===== src/rtl/servis_coklu.sv =====
// Multi-channel coffee service counter: round-robin grant of brew-complete requests,
// per-mode cup yield into a shared counter, and a fixed-length drain at capacity.
module servis_coklu #(
    parameter int KANAL           = 2,
    parameter int GEN             = 6,
    parameter int KAPASITE        = 25,
    parameter int VERIM_FILTRESIZ = 1,
    parameter int VERIM_T0        = 2,
    parameter int VERIM_T1        = 3,
    parameter int BOSALTMA_SURESI = 4
) (
    input  logic             saat,
    input  logic             reset,
    input  logic [KANAL-1:0] basla,
    input  logic [KANAL-1:0] demlendi,
    input  logic [KANAL-1:0] filtrele,
    input  logic [KANAL-1:0] filtre_tipi,
    output logic [KANAL-1:0] kabul,
    output logic             bitti,
    output logic             bosalt,
    output logic             mesgul,
    output logic [GEN-1:0]   kahve_sayisi,
    output logic [7:0]       toplam_bosaltma
);

    localparam int SW = $clog2(KANAL);
    localparam int TW = (BOSALTMA_SURESI > 1) ? $clog2(BOSALTMA_SURESI) : 1;

    localparam logic [SW:0]    KANAL_W    = (SW+1)'(KANAL);
    localparam logic [SW-1:0]  SON_BASLA  = SW'(KANAL - 1);
    localparam logic [GEN:0]   KAPASITE_W = (GEN+1)'(KAPASITE);
    localparam logic [GEN:0]   EK_FSIZ    = (GEN+1)'(VERIM_FILTRESIZ);
    localparam logic [GEN:0]   EK_T0      = (GEN+1)'(VERIM_T0);
    localparam logic [GEN:0]   EK_T1      = (GEN+1)'(VERIM_T1);
    localparam logic [TW-1:0]  TIMER_YUK  = TW'(BOSALTMA_SURESI - 1);

    typedef enum logic [1:0] {
        BEKLE  = 2'd0,
        SERVIS = 2'd1,
        BOSALT = 2'd2
    } durum_t;

    durum_t           state_reg, state_next;
    logic [SW-1:0]    son_reg, son_next;
    logic [KANAL-1:0] kabul_reg, kabul_next;
    logic             bitti_reg, bitti_next;
    logic             bosalt_reg, bosalt_next;
    logic [GEN-1:0]   kahve_reg, kahve_next;
    logic [7:0]       toplam_reg, toplam_next;
    logic [TW-1:0]    timer_reg, timer_next;

    logic [GEN:0]     ek_kanal [KANAL];
    logic [KANAL-1:0] secim_onehot;
    logic [SW-1:0]    secim;
    logic             gecerli;
    logic [SW:0]      aday;
    logic [GEN:0]     ek_sec;
    logic [GEN:0]     yeni;

    // Yield each channel would add if granted now; decoded in parallel so the
    // arbiter only has to mux the winner's value.
    genvar gi;
    generate
        for (gi = 0; gi < KANAL; gi++) begin : g_kanal
            assign ek_kanal[gi] = !demlendi[gi]   ? '0      :
                                  !filtrele[gi]   ? EK_FSIZ :
                                  filtre_tipi[gi] ? EK_T1   : EK_T0;
            assign secim_onehot[gi] = (secim == SW'(gi));
        end
    endgenerate

    // Round-robin: scan son+1, son+2, ... (mod KANAL) and take the first requester.
    always_comb begin
        secim   = son_reg;
        gecerli = 1'b0;
        aday    = '0;
        for (int k = 1; k <= KANAL; k++) begin
            aday = {1'b0, son_reg} + (SW+1)'(k);
            if (aday >= KANAL_W) begin
                aday = aday - KANAL_W;
            end
            if (!gecerli && basla[aday[SW-1:0]]) begin
                gecerli = 1'b1;
                secim   = aday[SW-1:0];
            end
        end
    end

    // One extra bit so an overshoot past 2^GEN-1 still compares correctly.
    assign ek_sec = ek_kanal[secim];
    assign yeni   = {1'b0, kahve_reg} + ek_sec;

    always_comb begin
        state_next  = state_reg;
        son_next    = son_reg;
        kabul_next  = '0;
        bitti_next  = 1'b0;
        bosalt_next = bosalt_reg;
        kahve_next  = kahve_reg;
        toplam_next = toplam_reg;
        timer_next  = timer_reg;

        case (state_reg)
            BEKLE: begin
                if (gecerli) begin
                    kabul_next = secim_onehot;
                    bitti_next = 1'b1;
                    son_next   = secim;
                    if (yeni < KAPASITE_W) begin
                        kahve_next = yeni[GEN-1:0];
                        state_next = SERVIS;
                    end else begin
                        // Excess above capacity is discarded with the drain.
                        kahve_next  = '0;
                        bosalt_next = 1'b1;
                        timer_next  = TIMER_YUK;
                        state_next  = BOSALT;
                    end
                end
            end
            SERVIS: begin
                state_next = BEKLE;
            end
            BOSALT: begin
                if (timer_reg == '0) begin
                    bosalt_next = 1'b0;
                    toplam_next = toplam_reg + 8'd1;
                    state_next  = BEKLE;
                end else begin
                    timer_next = timer_reg - TW'(1);
                end
            end
            default: begin
                state_next = BEKLE;
            end
        endcase
    end

    always_ff @(posedge saat) begin
        if (!reset) begin
            state_reg  <= BEKLE;
            son_reg    <= SON_BASLA;
            kabul_reg  <= '0;
            bitti_reg  <= 1'b0;
            bosalt_reg <= 1'b0;
            kahve_reg  <= '0;
            toplam_reg <= '0;
            timer_reg  <= '0;
        end else begin
            state_reg  <= state_next;
            son_reg    <= son_next;
            kabul_reg  <= kabul_next;
            bitti_reg  <= bitti_next;
            bosalt_reg <= bosalt_next;
            kahve_reg  <= kahve_next;
            toplam_reg <= toplam_next;
            timer_reg  <= timer_next;
        end
    end

    assign kabul           = kabul_reg;
    assign bitti           = bitti_reg;
    assign bosalt          = bosalt_reg;
    assign mesgul          = (state_reg != BEKLE);
    assign kahve_sayisi    = kahve_reg;
    assign toplam_bosaltma = toplam_reg;

endmodule


===== config.mk =====
export PLATFORM = sky130hd
export DESIGN_NAME = servis_coklu
export DESIGN_NICKNAME = d
export VERILOG_FILES = /design/src/rtl/servis_coklu.sv
export SDC_FILE = /design/constraint.sdc
export NUM_CORES = 1
export LEC_CHECK = 0
export CAP_MARGIN = 20
export CORE_UTILIZATION = 50
export CTS_BUF_LIST = sky130_fd_sc_hd__clkbuf_4 sky130_fd_sc_hd__clkbuf_8
export DETAILED_ROUTE_END_ITERATION = 12
export GPL_TIMING_DRIVEN = 0
export PLACE_DENSITY_LB_ADDON = 0.08
export SLEW_MARGIN = 20
export SYNTH_ARGS = -nofsm -noshare
export SYNTH_HDL_FRONTEND = slang
export SYNTH_SLANG_ARGS = --single-unit

===== constraint.sdc =====
create_clock -name saat -period 3.2 [get_ports saat]
set_input_delay 0.48 -clock saat [delete_from_list [all_inputs] [get_ports saat]]
set_output_delay 0.48 -clock saat [all_outputs]
set_load 0.005 [all_outputs]

==> impl_results.md <==
* Outcome: completed
* Clock sinks at 23
* Top-count cell post-synth: dfxtp_1
* Final WL at 2190 microns
* Kind of critical path: in2reg
* TritonCTS Buffers at 3
* Setup repair after global routing missed its margin: false
* Synth warn at 0
* Multiplexer share of the synthesized area at 2.87%
* Synth Area per Inst at 9.14 sq um
* Final min period at 3020 ps
* Netlist cell types at 42
* Clk slew on worst S/H paths at 130 ps
* Netlist Area Pre-Place at 1130 sq um
* Post-Synthesis Cells at 124
* I/O pin cnt at 29
* Place WS at -292 ps
* Worst Path Buf+Inv at 1
* Pwr/cell area at 350 nW/um^2
* H-tree depth at 1
* Final number of hold-violating endpoints at 0
* Leakage power at 0.552 nW
* CTS tree: yes
* Largest net degree at the start of global routing at 14
* Final Max Tran Viols at 0
* Data required time of the critical path at 3420 ps
* Routed vias at 971
* Util after Layout at 72.4%
* Initial antenna violation count at 0
* Chip height at 49.6 microns
* Root buf cell: clkbuf_4
* Setup crit end kind: register
* Final Cycle Share at 94.3%
* Post-Layout Inst Area at 1480 sq um
* Placed Area at 1450 sq um
* Adder-Cell Fraction of Synth Area at 6.18%
* Vias in the first global route at 890
* Final worst slack at 182 ps
* Worst min path class: reg2reg
* Synth Area in XOR/XNOR at 5.41%
* Worst-Skew Late Latency at 310 ps
* Largest family of logic cells by synthesized area: simple AND/OR/NAND/NOR gates
* Synth area leader: dfxtp_1
* Synth Area in Simple Gates at 23.2%
* Nets at 172
* Clk buf depth at 2
* GRT overflow at 0
* Row Count at 16
* DRT Pass-1 Iters at 4
* Synth top cells by count: dfxtp_1, nor2_1, nand2_1
* Seq cells post-synth at 23
* Placed Cells at 179
* DR WL/cell at 12.0 microns
* Crit path cell chain: clkdlybuf4s50_1 > nor2_1 > a21oi_2 > o21ai_0 > ha_1 > fa_1 > nor2_1 > o41a_1 > a2bb2o_4 > and3_4 > a22o_1
* Post-route ant nets at 0
* First-pass GRT wire length at 3670 microns
* Compound-cell area share of the yosys netlist at 18.1%
* Seq/Total Area, Yosys at 40.6%
* Syn Nets at 139
* Peak VDD IR at 318 uV
* Layout area overhead at 30.5%
* Most used DFF post-synth: dfxtp_1
* CP max stage cell: fa_1
* Setup TNS at 0 ps
* Crit path max fanout at 6
* Die area at 2460 sq um
* Total of max-cap violations at 0
* Die X at 49.6 microns
* Fraction of layout cells with a size suffix above 1 at 8.97%
* Total GRT Usage at 19.0%
* Asr flop ratio synth at 0%
* Core Area at 2040 sq um
* Startpoint types: primary input
* Achievable Freq at 331 MHz
* CTS Hold Buffers Added at 0
* Initial Util at 55.5%
* Starting DRC count in detailed routing at 14
* Synth top area share at 40.6%
* Crit path largest cell delay at 540 ps
* EDFF count, synth at 0
* Non-Filler Instances at 183
* Final setup viols at 0
* Worst-Margin Slew at 508 ps
* Max-slew headroom at the worst pin at 66.0%
* GP Congestion at 0.745
* Top area cells in the synthesized netlist: dfxtp_1, nor2_1, ha_1, xor2_1, nand3_1
* Tot Pwr at 0.517 mW
* Vias per cell at 5.31
* Most frequent CP cell: nor2_1
* Clk_skew at 2.64 ps
* CP top delay family: compound AO/OA/AOI/OAI gates
* DRC viols at 0
* Critical path arrival at 3230 ps
* Max reg flops at 8
* WHS at 494 ps
* I/O Buffers at 28
* Diode count at 0
* HPWL after detailed placement at 1660 microns
[cell usage in the layout (no fill, tap or decap), types with 4 or more instances in the layout]
cell type        count
a21oi_1              5
clkdlybuf4s50_1     28
dfxtp_1             23
ha_1                 4
inv_1                7
nand2_1              8
nand3_1              7
nor2_1              14
o21ai_0              4
xor2_1               5
[final timing paths]
check	start	end	slack (ps)	cells past startpoint
hold / removal	bosalt$_SDFFE_PN0P_	bosalt$_SDFFE_PN0P_	490	1
hold reg to reg	bosalt$_SDFFE_PN0P_	bosalt$_SDFFE_PN0P_	490	1
setup reg to reg	son_reg$_SDFFE_PN1P_	kahve_sayisi[1]$_SDFFE_PN0P_	430	10
setup / recovery	basla[1]	kahve_sayisi[1]$_SDFFE_PN0P_	180	11
[layout make-up]
cell class,instances,area [sq um]
Multi-Input combinational cell,90,636
Timing Repair Buffer,28,280
Sequential cell,23,460
Clock inverter,1,5.00
Tap cell,27,33.8
Inverter,9,33.8
Clock buffer,3,22.5
Buffer,2,7.51
Fill cell,174,563
[repair_timing]
item | in CTS | in global routing
setup endpoints to repair | 0 | 8
buffers inserted | 0 | 0
hold endpoints to repair | 0 | 0
resized for setup | 0 | 1
[cell families after synthesis]
logic type                 Yosys count
adders and majority gates            5
muxes                                2
xor gates and xnor gates             7
DFF                                 23
buffers and inverters               11
AOI/OAI and AO/OA                   26
and+or+nand+nor                     50
[power breakdown]
group	internal, mW	leakage (nW)	switching [mW]	total (mW)
clock	0.0466	0.0177	0.0885	0.135
combinational	0.0431	0.348	0.0367	0.0799
sequential	0.295	0.187	0.00718	0.302
[metal layers]
layer / track usage, % / wire [microns] / vias to the layer above
met1: 24.3 / 1030 / 443
met4: 4.29 / 13 / 0
met2: 32.7 / 1050 / 23
li1: - / - / 503
met5: 0 / 0 / -
met3: 3.70 / 95 / 2
Note: power is estimated with default switching activity, not from simulation.
